==> src/rtl/ps2_pkg.sv <==
// Shared definitions for the PS/2 host blocks.
//   - ps2_state_e : host transmit FSM states
//   - CMD_* / RESP_ACK : common keyboard command and response bytes
//   - FRAME_FE : device clock falling edges per host-to-device frame
//                (10 data/parity/stop edges plus the acknowledge edge)
//   - odd_parity() : parity bit that makes the 9-bit data+parity word odd
package ps2_pkg;

  typedef enum logic [2:0] {
    IDLE,
    INHIBIT,
    RTS,
    SEND,
    ACK,
    WAIT_IDLE
  } ps2_state_e;

  localparam logic [7:0] CMD_RESET   = 8'hFF;
  localparam logic [7:0] CMD_ENABLE  = 8'hF4;
  localparam logic [7:0] CMD_SET_LED = 8'hED;
  localparam logic [7:0] RESP_ACK    = 8'hFA;

  localparam int FRAME_FE = 11;

  function automatic logic odd_parity(input logic [7:0] d);
    return ~^d;
  endfunction

endpackage

==> src/rtl/ps2_line_sync.sv <==
// Two-flop synchronizers for the raw PS/2 clock and data lines plus a
// registered falling-edge strobe on the synchronized clock.
//   clk, rst     : system clock, asynchronous active-low reset
//   clk_in       : raw PS2_CLK level
//   data_in      : raw PS2_DATA level
//   clk_s/data_s : synchronized line levels (2-cycle lag)
//   fe           : one-cycle strobe, PS2_CLK fell (3-cycle lag from pin)
module ps2_line_sync (
  input  logic clk,
  input  logic rst,
  input  logic clk_in,
  input  logic data_in,
  output logic clk_s,
  output logic data_s,
  output logic fe
);

  logic [1:0] clk_sync_q, clk_sync_d;
  logic [1:0] data_sync_q, data_sync_d;
  logic       clk_prev_q, clk_prev_d;
  logic       fe_q, fe_d;

  always_comb begin
    clk_sync_d  = {clk_sync_q[0], clk_in};
    data_sync_d = {data_sync_q[0], data_in};
    clk_prev_d  = clk_sync_q[1];
    fe_d        = clk_prev_q & ~clk_sync_q[1];
  end

  // Idle bus is high, so the synchronizers reset to 1 to avoid a
  // spurious edge right after reset.
  always_ff @(posedge clk or negedge rst) begin
    if (!rst) begin
      clk_sync_q  <= 2'b11;
      data_sync_q <= 2'b11;
      clk_prev_q  <= 1'b1;
      fe_q        <= 1'b0;
    end else begin
      clk_sync_q  <= clk_sync_d;
      data_sync_q <= data_sync_d;
      clk_prev_q  <= clk_prev_d;
      fe_q        <= fe_d;
    end
  end

  assign clk_s  = clk_sync_q[1];
  assign data_s = data_sync_q[1];
  assign fe     = fe_q;

endmodule

==> src/rtl/ps2_host_tx.sv <==
// PS/2 host-to-device transmitter. Sends one command byte to the device:
// inhibits the bus, issues request-to-send, then shifts data/parity/stop
// out on device clock falling edges and checks the device acknowledge.
//   clk, rst               : system clock, asynchronous active-low reset
//   tx_valid/tx_data       : byte request, accepted when tx_ready is high
//   tx_ready               : high only while idle
//   tx_active              : high while a frame is in flight
//   done / err             : one-cycle pulses, ACKed frame / NACK or timeout
//   ps2_clk_in/ps2_data_in : raw line levels
//   ps2_clk_oe/ps2_data_oe : 1 pulls the corresponding line low
module ps2_host_tx
  import ps2_pkg::*;
#(
  parameter int INHIBIT_CYCLES = 10000,
  parameter int RTS_CYCLES     = 200,
  parameter int TIMEOUT_CYCLES = 2000000
) (
  input  logic       clk,
  input  logic       rst,
  input  logic       tx_valid,
  input  logic [7:0] tx_data,
  output logic       tx_ready,
  output logic       tx_active,
  output logic       done,
  output logic       err,
  input  logic       ps2_clk_in,
  input  logic       ps2_data_in,
  output logic       ps2_clk_oe,
  output logic       ps2_data_oe
);

  localparam int MAXC = (TIMEOUT_CYCLES > INHIBIT_CYCLES)
                        ? ((TIMEOUT_CYCLES > RTS_CYCLES) ? TIMEOUT_CYCLES : RTS_CYCLES)
                        : ((INHIBIT_CYCLES > RTS_CYCLES) ? INHIBIT_CYCLES : RTS_CYCLES);
  localparam int CW = $clog2(MAXC + 1);

  logic clk_s, data_s, fe;

  ps2_line_sync u_sync (
    .clk     (clk),
    .rst     (rst),
    .clk_in  (ps2_clk_in),
    .data_in (ps2_data_in),
    .clk_s   (clk_s),
    .data_s  (data_s),
    .fe      (fe)
  );

  ps2_state_e    state_q, state_d;
  logic [CW-1:0] cnt_q, cnt_d;
  logic [3:0]    bitcnt_q, bitcnt_d;
  logic [9:0]    shreg_q, shreg_d;
  logic          clk_oe_q, clk_oe_d;
  logic          data_oe_q, data_oe_d;
  logic          done_q, done_d;
  logic          err_q, err_d;
  logic          ready_q, ready_d;
  logic          active_q, active_d;
  logic          timeout;

  // cnt_q doubles as phase timer (INHIBIT/RTS) and edge-gap watchdog.
  assign timeout = (cnt_q == CW'(TIMEOUT_CYCLES - 1));

  always_comb begin
    state_d   = state_q;
    cnt_d     = cnt_q + CW'(1);
    bitcnt_d  = bitcnt_q;
    shreg_d   = shreg_q;
    clk_oe_d  = clk_oe_q;
    data_oe_d = data_oe_q;
    done_d    = 1'b0;
    err_d     = 1'b0;

    unique case (state_q)
      IDLE: begin
        cnt_d = '0;
        if (tx_valid && ready_q) begin
          shreg_d  = {1'b1, odd_parity(tx_data), tx_data};
          clk_oe_d = 1'b1;
          state_d  = INHIBIT;
        end
      end
      INHIBIT: begin
        if (cnt_q == CW'(INHIBIT_CYCLES - 1)) begin
          cnt_d     = '0;
          data_oe_d = 1'b1;  // start bit
          state_d   = RTS;
        end
      end
      RTS: begin
        if (cnt_q == CW'(RTS_CYCLES - 1)) begin
          cnt_d    = '0;
          bitcnt_d = '0;
          clk_oe_d = 1'b0;   // hand the clock to the device
          state_d  = SEND;
        end
      end
      SEND: begin
        if (fe) begin
          data_oe_d = ~shreg_q[bitcnt_q];
          bitcnt_d  = bitcnt_q + 4'd1;
          cnt_d     = '0;
          if (bitcnt_q == 4'(FRAME_FE - 2)) state_d = ACK;
        end else if (timeout) begin
          err_d   = 1'b1;
          state_d = IDLE;
        end
      end
      ACK: begin
        if (fe) begin
          cnt_d = '0;
          if (!data_s) begin
            state_d = WAIT_IDLE;
          end else begin
            err_d   = 1'b1;
            state_d = IDLE;
          end
        end else if (timeout) begin
          err_d   = 1'b1;
          state_d = IDLE;
        end
      end
      WAIT_IDLE: begin
        if (clk_s && data_s) begin
          done_d  = 1'b1;
          state_d = IDLE;
        end else if (fe) begin
          cnt_d = '0;
        end else if (timeout) begin
          err_d   = 1'b1;
          state_d = IDLE;
        end
      end
      default: state_d = IDLE;
    endcase

    // Never leave a line pulled low once back in IDLE.
    if (state_d == IDLE) begin
      clk_oe_d  = 1'b0;
      data_oe_d = 1'b0;
    end
    ready_d  = (state_d == IDLE);
    active_d = (state_d != IDLE);
  end

  always_ff @(posedge clk or negedge rst) begin
    if (!rst) begin
      state_q   <= IDLE;
      cnt_q     <= '0;
      bitcnt_q  <= '0;
      shreg_q   <= '0;
      clk_oe_q  <= 1'b0;
      data_oe_q <= 1'b0;
      done_q    <= 1'b0;
      err_q     <= 1'b0;
      ready_q   <= 1'b1;
      active_q  <= 1'b0;
    end else begin
      state_q   <= state_d;
      cnt_q     <= cnt_d;
      bitcnt_q  <= bitcnt_d;
      shreg_q   <= shreg_d;
      clk_oe_q  <= clk_oe_d;
      data_oe_q <= data_oe_d;
      done_q    <= done_d;
      err_q     <= err_d;
      ready_q   <= ready_d;
      active_q  <= active_d;
    end
  end

  assign tx_ready    = ready_q;
  assign tx_active   = active_q;
  assign done        = done_q;
  assign err         = err_q;
  assign ps2_clk_oe  = clk_oe_q;
  assign ps2_data_oe = data_oe_q;

endmodule

==> config.mk <==
export PLATFORM = sky130hd
export DESIGN_NAME = ps2_host_tx
export DESIGN_NICKNAME = d
export VERILOG_FILES = /design/src/rtl/ps2_pkg.sv /design/src/rtl/ps2_line_sync.sv /design/src/rtl/ps2_host_tx.sv
export SDC_FILE = /design/constraint.sdc
export NUM_CORES = 1
export LEC_CHECK = 0
export ABC_CLOCK_PERIOD_IN_PS = 4100
export CORE_MARGIN = 5
export CORE_UTILIZATION = 39
export CTS_CLUSTER_DIAMETER = 120
export CTS_CLUSTER_SIZE = 28
export DETAILED_ROUTE_END_ITERATION = 8
export SLEW_MARGIN = 15
export SYNTH_ARGS = -nofsm -noshare
export SYNTH_HDL_FRONTEND = slang
export SYNTH_SLANG_ARGS = --single-unit
export TNS_END_PERCENT = 5
==> constraint.sdc <==
create_clock -name clk -period 4.1 [get_ports clk]
set_input_delay 0.41 -clock clk [delete_from_list [all_inputs] [get_ports clk]]
set_output_delay 0.41 -clock clk [all_outputs]
set_load 0.02 [all_outputs]
==> impl_metrics.toml, run 1 <==
[run_status]
run_status = "complete, no violations"

[placed_design]
post_detailed_placement_half_perimeter_wirelength_um = 3570
io_buffers = 18
post-place-ws_ns = 1.84
placer_congestion = 0.836

[synth]
synth-warning-count = 0
ys_seq_area_share_pct = 49.6
synth_area_sq_um = 2540
syn_nets = 257
postSynth.topFlopCell = "sky130_fd_sc_hd__dfrtp_1"
synth-edff-count = 0
postSynth.asyncResetShare_pct = 100
postSynthCellCount = 241
synth_cell_types = 48
avgSynthCellArea_sq_um = 10.5
ys_ff_latch = 50

[floorplanning]
io-pin-count = 19
initial_cell_density_of_the_core_pct = 40.0
floorplan.die.width_um = 90.7
floorplan.die.height_um = 90.7
dieArea_sq_um = 8230
floorplan.rows = 29
placeableCoreArea_sq_um = 6350

[timing]
final_hold_viol_count = 0
setup_viol = 0
worstMarginPinSlew_ns = 0.620
worst_hold_slack_ns = 0.182
timing.setup.tns_ns = 0
number_of_max_slew_violations_in_the_final_report = 0
max_freq_mhz = 441
layout_worst_path_cycle_share_pct = 55.3
period_minus_slack_ns = 2.27
max_slew_margin_pct = 58.7
postLayoutSetupSlackWorst_ns = 1.83
worst_clock_skew_ns = 0.0142
grt_setup_unrepaired = "false"

[route]
routed-via-count = 1790
drt-wirelength-per-cell_um = 14.5
detail_route.wirelength_um = 4910
detail-route-antenna-nets = 0
drt_iter0_drc = 89
routed_via_density = 5.28
detailedRoute.firstPassIterationCount = 4
detail_route.drc_violations = 0

[global_routing]
grt_start_max_net_pins = 51
grt_antenna_before_repair = 0
via_count_of_the_first_global_routing_pass = 1748
grt_util_all_layers_pct = 12.5
grt_overflow_total = 0
global_route_wire_length_before_repair_um = 8410

[final_layout]
nNetsFinal = 277
final_core_utilization_pct = 45.9
layout_cell_share_with_drive_strength_beyond_1_pct = 18.3
areaGrowthSynthToFinish_pct = 14.8
insertedDiodeCount = 0

[clock_network]
tritoncts = "yes"
cts.hold.buffers_added = 0
cts_root_buffer = "sky130_fd_sc_hd__clkbuf_8"
tritoncts_sink_count = 50
clk-insertion-delay-late_ns = 0.32
post_cts_resize_count = 0
postCtsSetupRepairBufs = 0
clock_slew_seen_by_the_registers_of_the_worst_setup_and_hold_paths_ns = 0.10
htree_levels = 2
cts-root-to-sink-buffers = 2
cts_buf_count = 5

[critical_path]
critical_path.endpoint_type = "flip-flop"
cp_data_required_time_ns = 4.37
crit_path_max_fanout = 6
data_arrival_time_of_the_critical_path_ns = 2.54
critical_path_class = "reg2reg"
worst_setup_start_kind = "flip-flop"

[hold_path]
min-delay-path-class = "in2async"

[power]
powerDensity_nw_per_um2 = 433
p_leak_nw = 1.19
irDropWorstVdd_uv = 210

[job]
cap_violations = 0
[per-stage QoR]
stage | power [mW] | cells | area, sq um
global placement | 0.904 | 331 | 2800
floorplan | 0.823 | 241 | 2540
finish | 1.26 | 339 | 2920
global route | 1.33 | 339 | 2920
detailed placement | 0.913 | 331 | 2800
CTS | 1.28 | 339 | 2920
[per-layer routing]
layer,vias up,global-route usage [%],routed length [um]
li1,870,-,-
met1,874,17.0,2300
met2,38,19.2,2310
met3,8,3.00,238
met4,0,4.47,63
met5,-,0,0
[worst max-delay path, cell delays in order (launching register included)]
cell                        delay, ns
sky130_fd_sc_hd__dfrtp_1         0.38
sky130_fd_sc_hd__ha_1            0.24
sky130_fd_sc_hd__nand4_2         0.22
sky130_fd_sc_hd__or4_4           0.55
sky130_fd_sc_hd__or2_4           0.25
sky130_fd_sc_hd__a2111oi_4       0.40
sky130_fd_sc_hd__and2_1          0.19
[worst paths after layout]
check	startpoint	end	slack, ns	depth (start not counted)
max in group asynchronous	rst	cnt_q[4]	3.49	2
worst min-delay path	rst	shreg_q[3]	0.18	2
min in group clk	u_sync.data_sync_q[0]	u_sync.data_sync_q[1]	0.35	0
worst min register to register	u_sync.data_sync_q[0]	u_sync.data_sync_q[1]	0.35	0
worst max register to register	cnt_q[0]	tx_ready	1.83	6
worst max-delay path	cnt_q[0]	tx_ready	1.83	6
[cell usage after synthesis, types with 2 or more instances]
cell,count,area (sq um)
sky130_fd_sc_hd__ha_1,3,37.5
sky130_fd_sc_hd__or3_1,2,12.5
sky130_fd_sc_hd__o22ai_1,2,12.5
sky130_fd_sc_hd__clkbuf_1,5,18.8
sky130_fd_sc_hd__nor2_1,35,131
sky130_fd_sc_hd__a21o_1,2,15.0
sky130_fd_sc_hd__buf_2,2,10.0
sky130_fd_sc_hd__or4_1,2,15.0
sky130_fd_sc_hd__mux2_2,11,124
sky130_fd_sc_hd__nand4b_1,2,17.5
sky130_fd_sc_hd__mux4_2,2,45.0
sky130_fd_sc_hd__dfrtp_1,44,1100
sky130_fd_sc_hd__and2_1,2,12.5
sky130_fd_sc_hd__or2_2,2,12.5
sky130_fd_sc_hd__xnor2_1,18,158
sky130_fd_sc_hd__inv_1,7,26.3
sky130_fd_sc_hd__nor3_1,6,30.0
sky130_fd_sc_hd__nor3_2,2,20.0
sky130_fd_sc_hd__o21ai_0,6,30.0
sky130_fd_sc_hd__or4bb_1,2,22.5
sky130_fd_sc_hd__nor4_1,3,18.8
sky130_fd_sc_hd__dfstp_2,6,158
sky130_fd_sc_hd__nor2b_1,6,37.5
sky130_fd_sc_hd__nand3_1,8,40.0
sky130_fd_sc_hd__a21oi_1,6,30.0
sky130_fd_sc_hd__and3_2,2,15.0
sky130_fd_sc_hd__or2_4,2,17.5
sky130_fd_sc_hd__xor2_1,10,87.6
sky130_fd_sc_hd__nand2_1,18,67.6
sky130_fd_sc_hd__nand4_1,5,31.3
[power by group]
part | total, mW | switching (mW) | internal, mW | leakage, nW
clock network | 0.366 | 0.180 | 0.186 | 0.0563
registers | 0.643 | 0.0626 | 0.580 | 0.640
logic | 0.255 | 0.115 | 0.141 | 0.497
total | 1.26 | 0.357 | 0.907 | 1.19
[cell usage in the layout, fill, tap and decap left out, drive strengths merged, types with 6 or more instances in the layout]
cell type,count
dfrtp,44
nor2,35
nand2,18
xnor2,18
clkdlybuf4s50,17
mux2,11
xor2,10
nand3,8
inv,8
nor3,8
a21oi,6
nor2b,6
o21ai,6
dfstp,6
nand4,6
[area by class of cell]
| class | count | area (sq um) |
|---|---|---|
| Fill cell | 587 | 3430 |
| Sequential cell | 50 | 1260 |
| Multi-Input combinational cell | 177 | 1230 |
| Timing Repair Buffer | 20 | 190 |
| Tap cell | 77 | 96.3 |
| Clock buffer | 5 | 68.8 |
| Clock inverter | 3 | 48.8 |
| Inverter | 7 | 26.3 |
[flip-flops by register name (all words and copies together), names as in the netlist]
name / flops
bitcnt_q: 4
cnt_q: 21
done: 1
err: 1
ps2_clk_oe: 1
ps2_data_oe: 1
shreg_q: 10
state_q: 3
tx_active: 1
tx_ready: 1
u_sync.clk_prev_q: 1
u_sync.clk_sync_q: 2
u_sync.data_sync_q: 2
u_sync.fe: 1
[cell families (layout without fill, tap and decap cells)]
group | Yosys count | after routing | share of synthesized area (%)
AND/OR/NAND/NOR | 109 | 109 | 23.7
flip-flops | 50 | 50 | 49.6
XOR/XNOR | 28 | 28 | 9.65
AO/OA/AOI/OAI | 23 | 23 | 6.36
multiplexers | 14 | 14 | 7.04
buffers and inverters | 14 | 35 | 2.17
adder cells (fa/ha/maj) | 3 | 3 | 1.48
Note: power is estimated with default switching activity, not from simulation.
==> run 2, diff against run 1 <==
Settings changed: ABC_CLOCK_PERIOD_IN_PS 4100 to 2100.
Clock period 4.1 ns to 2.1 ns, I/O delays scaled along.
==> impl_metrics.toml, run 2 (synthesis results as in run 1) <==
[power]
pwr-share-seq_pct = 52.2
p_leak_nw = 1.26
total_switching_power_mw = 0.690
powerDensity_nw_per_um2 = 784
pwr-share-comb_pct = 24.4
irDropWorstVdd_uv = 350
pwr-share-clk_pct = 23.4
switching_power_as_a_share_of_total_power_pct = 28.8
cellInternalPower_mw = 1.70

[floorplanning]
floorplan.rows = 29
floorplan.die.height_um = 90.7
initial_cell_density_of_the_core_pct = 40.0
io-pin-count = 19
placeableCoreArea_sq_um = 6350
dieArea_sq_um = 8230
floorplan.die.width_um = 90.7

[critical_path]
crit_path_max_fanout = 5
cp_data_required_time_ns = 2.28
cp_num_buf_inv = 0
data_arrival_time_of_the_critical_path_ns = 2.26
critical_path.endpoint_type = "flip-flop"
cp_slowest_stage_delay_ns = 0.56
worstPathCellList = "or2_4 -> or4_4 -> or2_4 -> a2111oi_4 -> a21oi_1"
cp_delay_by_family_top = "simple AND/OR/NAND/NOR gates"
critical_path_class = "reg2reg"
crit_slowest_cell = "sky130_fd_sc_hd__or4_4"
worst_setup_start_kind = "flip-flop"
cell_repeated_most_along_the_worst_path = "sky130_fd_sc_hd__or2_4"

[final_layout]
sequential_cell_area_sq_um = 1260
areaGrowthSynthToFinish_pct = 20.2
insertedDiodeCount = 0
highest_count_cells_in_the_layout_ignoring_fill_and_taps = "sky130_fd_sc_hd__dfrtp_1 (44), sky130_fd_sc_hd__nor2_1 (35), sky130_fd_sc_hd__nand2_1 (18), sky130_fd_sc_hd__xnor2_1 (18), sky130_fd_sc_hd__clkdlybuf4s50_1 (17)"
nNetsFinal = 292
stdcell_area_sq_um = 3050
largest_register_ffs = 21
num-fill-cells = 582
layout_cell_share_with_drive_strength_beyond_1_pct = 23.8
multi_input_comb_area_sq_um = 1250
largest_registers = "cnt_q: 21 flops, shreg_q: 10 flops, bitcnt_q: 4 flops"
largest-register = "cnt_q"
most_common_cell_after_layout_fill_and_taps_aside = "sky130_fd_sc_hd__dfrtp_1"
finalNonFillerCells = 354

[clock_network]
htree_levels = 2
clock_slew_seen_by_the_registers_of_the_worst_setup_and_hold_paths_ns = 0.09
cts_root_buffer = "sky130_fd_sc_hd__clkbuf_8"
cts-root-to-sink-buffers = 2
tritoncts_sink_count = 50
postCtsSetupRepairBufs = 0
tritoncts = "yes"
cts_buf_count = 5
clk-insertion-delay-late_ns = 0.31

[placed_design]
io_buffers = 18
placedCellCount = 345
post_detailed_placement_half_perimeter_wirelength_um = 3740
detailed_place.area_sq_um = 2930
placer_congestion = 0.805

[timing]
worstMarginPinSlew_ns = 0.483
max_slew_margin_pct = 67.5
grt_setup_unrepaired = "true"
worst_clock_skew_ns = 0.0122
number_of_max_slew_violations_in_the_final_report = 0
period_minus_slack_ns = 2.08
setup_viol = 0
final_hold_viol_count = 0
max_freq_mhz = 480
layout_worst_path_cycle_share_pct = 99.3

[run_status]
run_status = "complete, no violations"

[route]
detailedRoute.firstPassIterationCount = 4
detail_route.drc_violations = 0
drt-wirelength-per-cell_um = 14.3
detail_route.wirelength_um = 5050
routed-via-count = 1830
routed_via_density = 5.17
detail-route-antenna-nets = 0
drt_iter0_drc = 69

[global_routing]
grt_antenna_before_repair = 0
grt_overflow_total = 0
global_route_wire_length_before_repair_um = 8870
via_count_of_the_first_global_routing_pass = 1827
grt_util_all_layers_pct = 13.1
grt_start_max_net_pins = 51

[job]
cap_violations = 0

[hold_path]
min-delay-path-class = "in2reg"
-- run 2: per-layer routing --
| layer | GRT usage (%) | share of wire, % |
|---|---|---|
| met1 | 17.6 | 46 |
| met2 | 21.0 | 49 |
| met4 | 3.23 | 1.1 |
| met5 | 0 | 0 |
| met3 | 3.33 | 3.6 |
-- run 2: cell type report --
class                   instances  share of cell area, %
inverters                       7                  0.861
flip-flops and latches         50                   41.2
clock inverters                 2                  0.492
well taps                      77                   3.16
repair buffers                 35                   10.8
clock buffers                   6                   2.38
multi-input cells             177                   41.1
-- run 2: final timing paths --
path,startpoint,end,slack (ns),cells after the start
worst max-delay path,cnt_q[14],ps2_data_oe,0.02,5
worst min-delay path,ps2_clk_in,u_sync.clk_sync_q[0],0.30,1
worst max register to register,cnt_q[14],ps2_data_oe,0.02,5
worst min register to register,u_sync.data_sync_q[0],u_sync.data_sync_q[1],0.35,0
max in group asynchronous,rst,u_sync.data_sync_q[0],1.40,3
min in group asynchronous,rst,shreg_q[3],0.39,3
-- run 2: power by group through the flow --
stage / Sequential, mW / Clock, mW / Combinational (mW)
floorplan: 1.25 / 0 / 0.356
global placement: 1.26 / 0 / 0.560
detailed placement: 1.27 / 0 / 0.569
CTS: 1.25 / 0.576 / 0.572
global route: 1.27 / 0.610 / 0.655
finish: 1.25 / 0.560 / 0.584
-- run 2: timing repair --
| action | 4_1_cts | 5_1_grt |
|---|---|---|
| endpoints found under the hold margin | 44 | 0 |
| endpoints found under the setup margin | 0 | 26 |
| resized for setup | 0 | 6 |
| hold buffers | 1 | 0 |
-- run 2: metrics by stage --
| stage | hold slack (ns) | worst slack (ns) | TNS (ns) | total power, mW | utilization (%) |
|---|---|---|---|---|---|
| detailed placement | 0.220 | -0.00190 | -0.00190 | 1.84 | 46.1 |
| finish | 0.303 | 0.0156 | 0 | 2.39 | 48.1 |
| floorplan | -0.0856 | 0.0312 | 0 | 1.61 | - |
| CTS | 0.293 | 0.0156 | 0 | 2.40 | 47.6 |
| global route | 0.301 | -0.136 | -0.614 | 2.54 | 48.1 |
| global placement | 0.219 | 0.0466 | 0 | 1.82 | 46.1 |
==> run 3, diff against run 2 <==
Settings changed: CORE_MARGIN 5 to 1.5.
==> impl_metrics.toml, run 3 (synthesis results as in run 1) <==
[clock_network]
clock_slew_seen_by_the_registers_of_the_worst_setup_and_hold_paths_ns = 0.10
cts-root-to-sink-buffers = 2
cts_root_buffer = "sky130_fd_sc_hd__clkbuf_8"
tritoncts = "yes"
cts_buf_count = 5
htree_levels = 2
clk-insertion-delay-late_ns = 0.31
tritoncts_sink_count = 50
postCtsSetupRepairBufs = 0

[final_layout]
nNetsFinal = 294
largest_registers = "cnt_q: 21 flops, shreg_q: 10 flops, bitcnt_q: 4 flops"
layout_cell_share_with_drive_strength_beyond_1_pct = 24.7
areaGrowthSynthToFinish_pct = 21.2
num-fill-cells = 604
largest-register = "cnt_q"
insertedDiodeCount = 0
highest_count_cells_in_the_layout_ignoring_fill_and_taps = "sky130_fd_sc_hd__dfrtp_1 (43), sky130_fd_sc_hd__nor2_1 (35), sky130_fd_sc_hd__nand2_1 (18), sky130_fd_sc_hd__xnor2_1 (18)"
most_common_cell_after_layout_fill_and_taps_aside = "sky130_fd_sc_hd__dfrtp_1"
finalNonFillerCells = 356
largest_register_ffs = 21

[timing]
worst_clock_skew_ns = 0.0119
number_of_max_slew_violations_in_the_final_report = 0
postLayoutSetupSlackWorst_ns = 0.00871
max_freq_mhz = 478
max_slew_margin_pct = 64.1
final_hold_viol_count = 0
period_minus_slack_ns = 2.09
worstMarginPinSlew_ns = 0.538
setup_viol = 0
grt_setup_unrepaired = "true"
layout_worst_path_cycle_share_pct = 99.6
worst_hold_slack_ns = 0.304

[critical_path]
worst_reg2reg_path_depth = 6
setup.worst_path.start = "cnt_q[0]"
timing.rr.end = "ps2_clk_oe"
crit_path_max_fanout = 5
cp_delay_by_family_top = "simple AND/OR/NAND/NOR gates"
critical_path_class = "reg2reg"
setup.reg_to_reg.worst_slack_ns = 0.009
end_of_the_critical_path = "ps2_clk_oe"
worst_setup_start_kind = "flip-flop"
crit_slowest_cell = "sky130_fd_sc_hd__or4_4"
worst-path-stages = 6
cp_data_required_time_ns = 2.28
cp_num_buf_inv = 0
data_arrival_time_of_the_critical_path_ns = 2.27
cp_slowest_stage_delay_ns = 0.52
critical_path.endpoint_type = "flip-flop"
worstPathCellList = "ha_2 -> nand4_2 -> or4_4 -> or2_4 -> a2111oi_4 -> a21oi_1"
r2r-start = "cnt_q[0]"

[global_routing]
via_count_of_the_first_global_routing_pass = 1856
grt_util_all_layers_pct = 15.9
grt_overflow_total = 0
grt_antenna_before_repair = 0
grt_start_max_net_pins = 26
global_route_wire_length_before_repair_um = 8960

[placed_design]
io_buffers = 18
post-place-ws_ns = 0.00889
placedCellCount = 347
placer_congestion = 0.810
post_detailed_placement_half_perimeter_wirelength_um = 3820

[route]
routed_via_density = 5.08
routed-via-count = 1809
detailedRoute.firstPassIterationCount = 4
drt_iter0_drc = 74
detail_route.wirelength_um = 5050
detail_route.drc_violations = 0
drt-wirelength-per-cell_um = 14.2
detail-route-antenna-nets = 0

[power]
irDropWorstVdd_uv = 571
powerDensity_nw_per_um2 = 813
p_leak_nw = 1.27

[floorplanning]
dieArea_sq_um = 7010
floorplan.die.height_um = 83.7
floorplan.die.width_um = 83.7
initial_cell_density_of_the_core_pct = 40.2
placeableCoreArea_sq_um = 6310
io-pin-count = 19
floorplan.rows = 29

[job]
cap_violations = 0

[run_status]
run_status = "complete, no violations"

[hold_path]
min-delay-path-class = "in2reg"
min_from = "ps2_data_in"
[run 3: cell count changes in the layout (fill, tap and decap cells not counted), sizes merged]
cell	before	now
clkinvlp	2	1
bufinv	0	1
buf	17	19
[run 3: layout make-up]
class,count,area [sq um],area share [%]
repair buffers,37,333,10.8
well taps,77,96.3,3.13
multi-input cells,177,1250,40.7
flip-flops and latches,50,1260,40.9
inverters,7,26.3,0.853
clock buffers,6,72.6,2.36
clock inverters,2,37.5,1.22
[run 3: worst register-to-register path, stage by stage (launching register included)]
cell and delay, ns:
sky130_fd_sc_hd__dfrtp_1 0.38, sky130_fd_sc_hd__ha_2 0.19, sky130_fd_sc_hd__nand4_2 0.11, sky130_fd_sc_hd__or4_4 0.52
sky130_fd_sc_hd__or2_4 0.25, sky130_fd_sc_hd__a2111oi_4 0.40, sky130_fd_sc_hd__a21oi_1 0.11
[run 3: timing repair]
| action | 4_1_cts | 5_1_grt |
|---|---|---|
| hold buffers | 1 | 0 |
| endpoints found under the hold margin | 17 | 0 |
| setup endpoints to repair | 0 | 26 |
| resized for setup | 0 | 7 |
[run 3: routing by layer]
metal | global-route usage, % | up-vias | share of wire (%)
li1 | - | 907 | -
met1 | 21.1 | 871 | 47
met2 | 26.3 | 21 | 49
met3 | 2.97 | 10 | 2.3
met4 | 4.92 | 0 | 1.6
met5 | 0 | - | 0
[run 3: worst min path at each step]
stage	to	slack, ns	depth (start not counted)
6_report	u_sync.data_sync_q[0]	0.30	1
5_1_grt	u_sync.clk_sync_q[0]	0.28	1
4_1_cts	u_sync.data_sync_q[0]	0.29	1
3_5_place_dp	shreg_q[3]	0.23	1
3_3_place_gp	shreg_q[2]	0.23	1
2_1_floorplan	bitcnt_q[0]	-0.09	0
[run 3: per-stage QoR]
stage	util (%)	power, mW	setup TNS, ns	instance area, sq um
floorplan	-	1.61	0	2540
global placement	46.4	1.82	0	2930
detailed placement	46.4	1.83	0	2930
CTS	48.3	2.51	0	3050
global route	48.8	2.65	-1.57	3080
finish	48.8	2.50	0	3080
[run 3: power breakdown]
part / internal (mW) / switching (mW) / total, mW
registers: 1.13 / 0.110 / 1.24
logic: 0.334 / 0.253 / 0.587
clock network: 0.356 / 0.318 / 0.673
